$ cat src/rtl/icache_if.sv
// Fetch-side and line-fill bus of the instruction cache.
// ICACHE_STATS_EN adds the hit/miss counter outputs.
interface icache_if #(
  parameter int LINE_WORDS = 4,
  parameter int ADDR_W     = 32
);
  logic                    req_i;
  logic [ADDR_W-1:0]       pc_i;
  logic [31:0]             instr_o;
  logic                    ihit;
  logic                    mem_req_o;
  logic [ADDR_W-1:0]       mem_addr_o;
  logic                    mem_ack_i;
  logic [32*LINE_WORDS-1:0] mem_data_i;
`ifdef ICACHE_STATS_EN
  logic [31:0]             hit_cnt_o;
  logic [31:0]             miss_cnt_o;
`endif

  // master: fetch unit plus backing memory; slave: the cache itself
  modport master (
    output req_i, pc_i, mem_ack_i, mem_data_i,
    input  instr_o, ihit, mem_req_o, mem_addr_o
`ifdef ICACHE_STATS_EN
    , input hit_cnt_o, miss_cnt_o
`endif
  );

  modport slave (
    input  req_i, pc_i, mem_ack_i, mem_data_i,
    output instr_o, ihit, mem_req_o, mem_addr_o
`ifdef ICACHE_STATS_EN
    , output hit_cnt_o, miss_cnt_o
`endif
  );
endinterface

$ cat src/rtl/icache.sv
// Direct-mapped read-only instruction cache with zero-cycle hits and whole-line refill.
// Define ICACHE_STATS_EN to add hit/miss counters.
module icache #(
  parameter int LINES      = 4,
  parameter int LINE_WORDS = 4,
  parameter int ADDR_W     = 32
) (
  input logic      clk,
  input logic      reset,
  icache_if.slave  bus
);
  localparam int OFF_W     = $clog2(LINE_WORDS);
  localparam int IDX_W     = $clog2(LINES);
  localparam int TAG_W     = ADDR_W - 2 - OFF_W - IDX_W;
  localparam int LINE_BITS = 32 * LINE_WORDS;

  typedef enum logic {IDLE, FILL} state_t;

  state_t                 state;
  logic [LINES-1:0]       valid;
  logic [TAG_W-1:0]       tag_mem  [LINES];
  logic [LINE_BITS-1:0]   data_mem [LINES];
  logic                   mem_req_q;
  logic [ADDR_W-1:0]      miss_addr;

  logic [OFF_W-1:0]       pc_off;
  logic [IDX_W-1:0]       pc_idx;
  logic [TAG_W-1:0]       pc_tag;
  logic [IDX_W-1:0]       fill_idx;
  logic [TAG_W-1:0]       fill_tag;
  logic                   hit;
  logic                   unused_byte_bits;

  assign pc_off   = bus.pc_i[2 +: OFF_W];
  assign pc_idx   = bus.pc_i[2+OFF_W +: IDX_W];
  assign pc_tag   = bus.pc_i[ADDR_W-1 -: TAG_W];
  assign fill_idx = miss_addr[2+OFF_W +: IDX_W];
  assign fill_tag = miss_addr[ADDR_W-1 -: TAG_W];
  assign unused_byte_bits = ^bus.pc_i[1:0];

  // Gating with reset keeps ihit low while reset is asserted, even over stale valid bits
  assign hit = reset & (state == IDLE) & bus.req_i & valid[pc_idx] & (tag_mem[pc_idx] == pc_tag);

  assign bus.ihit       = hit;
  assign bus.instr_o    = hit ? data_mem[pc_idx][{pc_off, 5'b0} +: 32] : 32'h0;
  assign bus.mem_req_o  = mem_req_q;
  assign bus.mem_addr_o = miss_addr;

  // Control FSM: a miss latches the line-aligned pc, the fill ack marks the line valid
  always_ff @(posedge clk) begin
    if (!reset) begin
      state     <= IDLE;
      valid     <= '0;
      mem_req_q <= 1'b0;
      miss_addr <= '0;
    end else begin
      case (state)
        IDLE: begin
          if (bus.req_i && !hit) begin
            miss_addr <= {bus.pc_i[ADDR_W-1:OFF_W+2], {(OFF_W+2){1'b0}}};
            mem_req_q <= 1'b1;
            state     <= FILL;
          end
        end
        FILL: begin
          if (bus.mem_ack_i) begin
            valid[fill_idx] <= 1'b1;
            mem_req_q       <= 1'b0;
            state           <= IDLE;
          end
        end
        default: state <= IDLE;
      endcase
    end
  end

  // Tag and data storage carry no reset; a fill coinciding with reset is dropped
  always_ff @(posedge clk) begin
    if (reset && state == FILL && bus.mem_ack_i) begin
      tag_mem[fill_idx]  <= fill_tag;
      data_mem[fill_idx] <= bus.mem_data_i;
    end
  end

`ifdef ICACHE_STATS_EN
  logic [31:0] hit_cnt;
  logic [31:0] miss_cnt;

  // Observation-only counters, wrapping naturally at 2^32
  always_ff @(posedge clk) begin
    if (!reset) begin
      hit_cnt  <= '0;
      miss_cnt <= '0;
    end else begin
      if (hit)
        hit_cnt <= hit_cnt + 32'd1;
      if (state == IDLE && bus.req_i && !hit)
        miss_cnt <= miss_cnt + 32'd1;
    end
  end

  assign bus.hit_cnt_o  = hit_cnt;
  assign bus.miss_cnt_o = miss_cnt;
`endif
endmodule
$ cat src/flat_wrapper.sv
// flat-port wrapper written by rule: the top's interface ports become plain ports
module icache_flat 
#(
  parameter int LINES      = 4,
  parameter int LINE_WORDS = 4,
  parameter int ADDR_W     = 32
)
  (clk, reset, bus_req_i, bus_pc_i, bus_mem_ack_i, bus_mem_data_i, bus_instr_o, bus_ihit, bus_mem_req_o, bus_mem_addr_o);
  icache_if #(.LINE_WORDS(LINE_WORDS), .ADDR_W(ADDR_W)) bus_i ();
  input logic clk;
  input logic reset;
  input wire logic [$bits(bus_i.req_i)-1:0] bus_req_i;
  input wire logic [$bits(bus_i.pc_i)-1:0] bus_pc_i;
  input wire logic [$bits(bus_i.mem_ack_i)-1:0] bus_mem_ack_i;
  input wire logic [$bits(bus_i.mem_data_i)-1:0] bus_mem_data_i;
  output wire logic [$bits(bus_i.instr_o)-1:0] bus_instr_o;
  output wire logic [$bits(bus_i.ihit)-1:0] bus_ihit;
  output wire logic [$bits(bus_i.mem_req_o)-1:0] bus_mem_req_o;
  output wire logic [$bits(bus_i.mem_addr_o)-1:0] bus_mem_addr_o;
  assign bus_i.req_i = bus_req_i;
  assign bus_i.pc_i = bus_pc_i;
  assign bus_i.mem_ack_i = bus_mem_ack_i;
  assign bus_i.mem_data_i = bus_mem_data_i;
  assign bus_instr_o = bus_i.instr_o;
  assign bus_ihit = bus_i.ihit;
  assign bus_mem_req_o = bus_i.mem_req_o;
  assign bus_mem_addr_o = bus_i.mem_addr_o;
  icache #(.LINES(LINES), .LINE_WORDS(LINE_WORDS), .ADDR_W(ADDR_W)) u_core (.clk(clk), .reset(reset), .bus(bus_i));
endmodule
$ cat config.mk
export PLATFORM = sky130hd
export DESIGN_NAME = icache_flat
export DESIGN_NICKNAME = d
export VERILOG_FILES = /design/src/rtl/icache_if.sv /design/src/rtl/icache.sv /design/src/flat_wrapper.sv
export SDC_FILE = /design/constraint.sdc
export NUM_CORES = 1
export LEC_CHECK = 0
export CAP_MARGIN = 20
export CORE_ASPECT_RATIO = 1.2
export CORE_MARGIN = 1
export CORE_UTILIZATION = 35
export DETAILED_ROUTE_END_ITERATION = 7
export PLACE_DENSITY = 0.61
export SYNTH_ARGS = -nofsm -noshare
export SYNTH_HDL_FRONTEND = slang
export SYNTH_SLANG_ARGS = --single-unit
$ cat constraint.sdc
create_clock -name clk -period 23.6 [get_ports clk]
set_clock_uncertainty 0.15 [all_clocks]
set_input_delay 4.72 -clock clk [delete_from_list [all_inputs] [get_ports clk]]
set_output_delay 4.72 -clock clk [all_outputs]
set_load 0.02 [all_outputs]
==> results.json <==
{
  "core_sq_um": 72600,
  "portBuffers": 223,
  "nets": 1644,
  "finalHoldViolations": 0,
  "syn2layout_area_growth_pct": 21.3,
  "antenna_found_initial": 8,
  "start_util": 0.355,
  "min_period_ps": 13990,
  "grt_pass1_wl_um": 88900,
  "grtUsageTotal": 0.160,
  "grt_max_degree": 106,
  "drt_iter0_markers": 878,
  "drive_gt1_frac": 0.202,
  "critPathKind": "primary input to output pin",
  "first_global_vias": 14100,
  "htree_levels": 3,
  "fin_util": 0.431,
  "grt.overflow.total": 0,
  "max-vdd-ir-drop_mv": 0.0637,
  "power.net_switching_uw": 519,
  "cap_violations": 0,
  "end_kind": "output pin",
  "n_fill_cell": 6204,
  "antenna_left": 0,
  "switching_share": 0.206,
  "clkTransAtPathRegs_ps": 60,
  "tightest_slew_ps": 1120,
  "ys_warn_count": 0,
  "combinationalPowerShare": 0.063,
  "cts_root_buf": "clkbuf_16",
  "cp.arrival_ps": 9120,
  "cts.sinks": 650,
  "drcViolationCount": 0,
  "setup.worst_path.start_class": "primary input",
  "hold_class": "flip-flop to flip-flop",
  "synth.distinct_cells": 51,
  "maxSlewHeadroom": 0.251,
  "cts_buffers": 69,
  "synth_edf_count": 616,
  "finalInstanceArea_sq_um": 31300,
  "drv_slew": 0,
  "cts_hold_buffers": 0,
  "required_ps": 18730,
  "ctsResizeCount": 0,
  "final_common_cell": "edfxtp_1",
  "synth-async-reset-ratio": 0,
  "die_y_um": 299,
  "routedWlPerCell_um": 24.0,
  "num_antenna_cells": 0,
  "gp_congestion": 0.770,
  "vias": 13100,
  "firstDrtPassIters": 5,
  "cts_setup_buffers": 0,
  "clk_latency_ps": 590,
  "cts_tree": "yes",
  "fin_crit_sh": 0.593,
  "clkPwrFrac": 0.422,
  "outcome": "completed",
  "dp_hpwl_um": 33600,
  "synthFlopType": "edfxtp_1",
  "p_int_uw": 1990,
  "seq_area_frac_synth": 0.744,
  "power.density_nw_per_um2": 80.4,
  "routed_via_density": 5.32,
  "ys_seq_elements": 650,
  "yosysTopAreaCellShare": 0.718,
  "rows": 108,
  "setup_violations": 0,
  "rsz0062_at_grt": "false",
  "crit_path_max_fanout": 72,
  "synth.avg_cell_area_sq_um": 20.8,
  "synthTopCellsByArea": "edfxtp_1 72%, mux4_2 15%, dfxtp_1 2.6%, nor3b_1 0.96%, o31ai_1 0.82%",
  "placed_area_sq_um": 29000,
  "ios": 230,
  "dieWidth_um": 250,
  "synthCells": 1242,
  "yosysTopAreaCell": "edfxtp_1",
  "fin_setup_tns_ps": 0,
  "power_frac_seq": 0.515,
  "power_leakage_uw": 0.00984,
  "clock_path_buffers": 3,
  "most-common-layout-cells": "616 x edfxtp_1, 218 x clkdlybuf4s50_1, 174 x mux4_2",
  "die_area_sq_um": 74700,
  "max_freq_ghz": 0.0715,
  "wl_um": 59200,
  "synth_area_sq_um": 25800
}
-- metrics by stage --
| stage | power, uW | hold WS, ps | setup slack, ps | instances |
|---|---|---|---|---|
| floorplan | 1410 | 269 | 6220 | 1245 |
| global placement | 1480 | 275 | 9420 | 2343 |
| detailed placement | 1480 | 289 | 9410 | 2343 |
| CTS | 2550 | 303 | 9400 | 2467 |
| global route | 2600 | 313 | 9180 | 2468 |
| finish | 2510 | 302 | 9610 | 2468 |
-- cell type report --
| cell class | count | area (sq um) | area share |
|---|---|---|---|
| sequential | 650 | 19200 | 0.613 |
| multi-input combinational | 506 | 6250 | 0.200 |
| timing repair buffer | 247 | 2430 | 0.0776 |
| clock buffer | 93 | 1900 | 0.0608 |
| tap | 935 | 1170 | 0.0374 |
| clock inverter | 31 | 318 | 0.0102 |
| inverter | 6 | 22.5 | 0.000720 |
-- power groups by stage --
stage                     clock (uW)  sequential (uW)  combinational [uW]
after detailed placement           0             1320                 162
after global placement             0             1320                 159
after global routing            1130             1300                 172
final                           1060             1290                 159
after CTS                       1090             1290                 163
after floorplan                    0             1330                80.1
-- cells in the mapped netlist, types with 6 or more instances --
| cell type | number |
|---|---|
| buf_4 | 6 |
| edfxtp_1 | 616 |
| nor3b_1 | 33 |
| mux4_2 | 174 |
| inv_1 | 6 |
| clkbuf_1 | 50 |
| o311ai_0 | 9 |
| dfxtp_1 | 34 |
| nand2_1 | 35 |
| and3_1 | 31 |
| xnor2_1 | 17 |
| mux2i_1 | 19 |
| o31ai_1 | 28 |
| nor2_1 | 35 |
| buf_2 | 19 |
| o311ai_1 | 20 |
| a21oi_1 | 30 |
-- logic make-up after synthesis --
family | after synthesis | share of synthesized area
AO/OA/AOI/OAI | 114 | 0.0319
other | 1 | 0.000145
flip-flops | 650 | 0.744
buffers and inverters | 89 | 0.0160
XOR/XNOR | 21 | 0.00714
multiplexers | 202 | 0.166
AND/OR/NAND/NOR | 165 | 0.0350
-- sequential cells by signal, indices dropped and copies added (netlist names) --
name	count
u_core.bus.mem_addr_o	28
u_core.state	1
u_core.tag_mem	104
u_core.valid	4
u_core.bus.mem_req_o	1
u_core.data_mem	512
-- worst paths after layout --
path | from | cells after the start | slack, ps | endpoint
worst min-delay path | u_core.valid[0] | 1 | 300 | u_core.valid[0]
worst max register to register | u_core.state | 6 | 19740 | u_core.data_mem[2][69]
worst max-delay path | bus_pc_i[4] | 10 | 9610 | bus_instr_o[1]
worst min register to register | u_core.valid[0] | 1 | 300 | u_core.valid[0]
-- critical path, stage by stage --
cell and delay, ps:
buf_8 560, buf_4 870, mux4_2 620, xnor2_1 300
nand2_1 90, nor3_1 240, nand3_2 80, buf_4 320
nor3b_1 540, clkdlybuf4s50_1 710
-- per-layer routing --
layer / track usage / up-vias / part of all wire
met2: 0.272 / 369 / 0.51
met1: 0.205 / 6906 / 0.42
met3: 0.0339 / 105 / 0.055
met5: 0 / - / 0.00090
met4: 0.0498 / 8 / 0.023
li1: - / 5735 / -
Note: power is estimated with default switching activity, not from simulation.
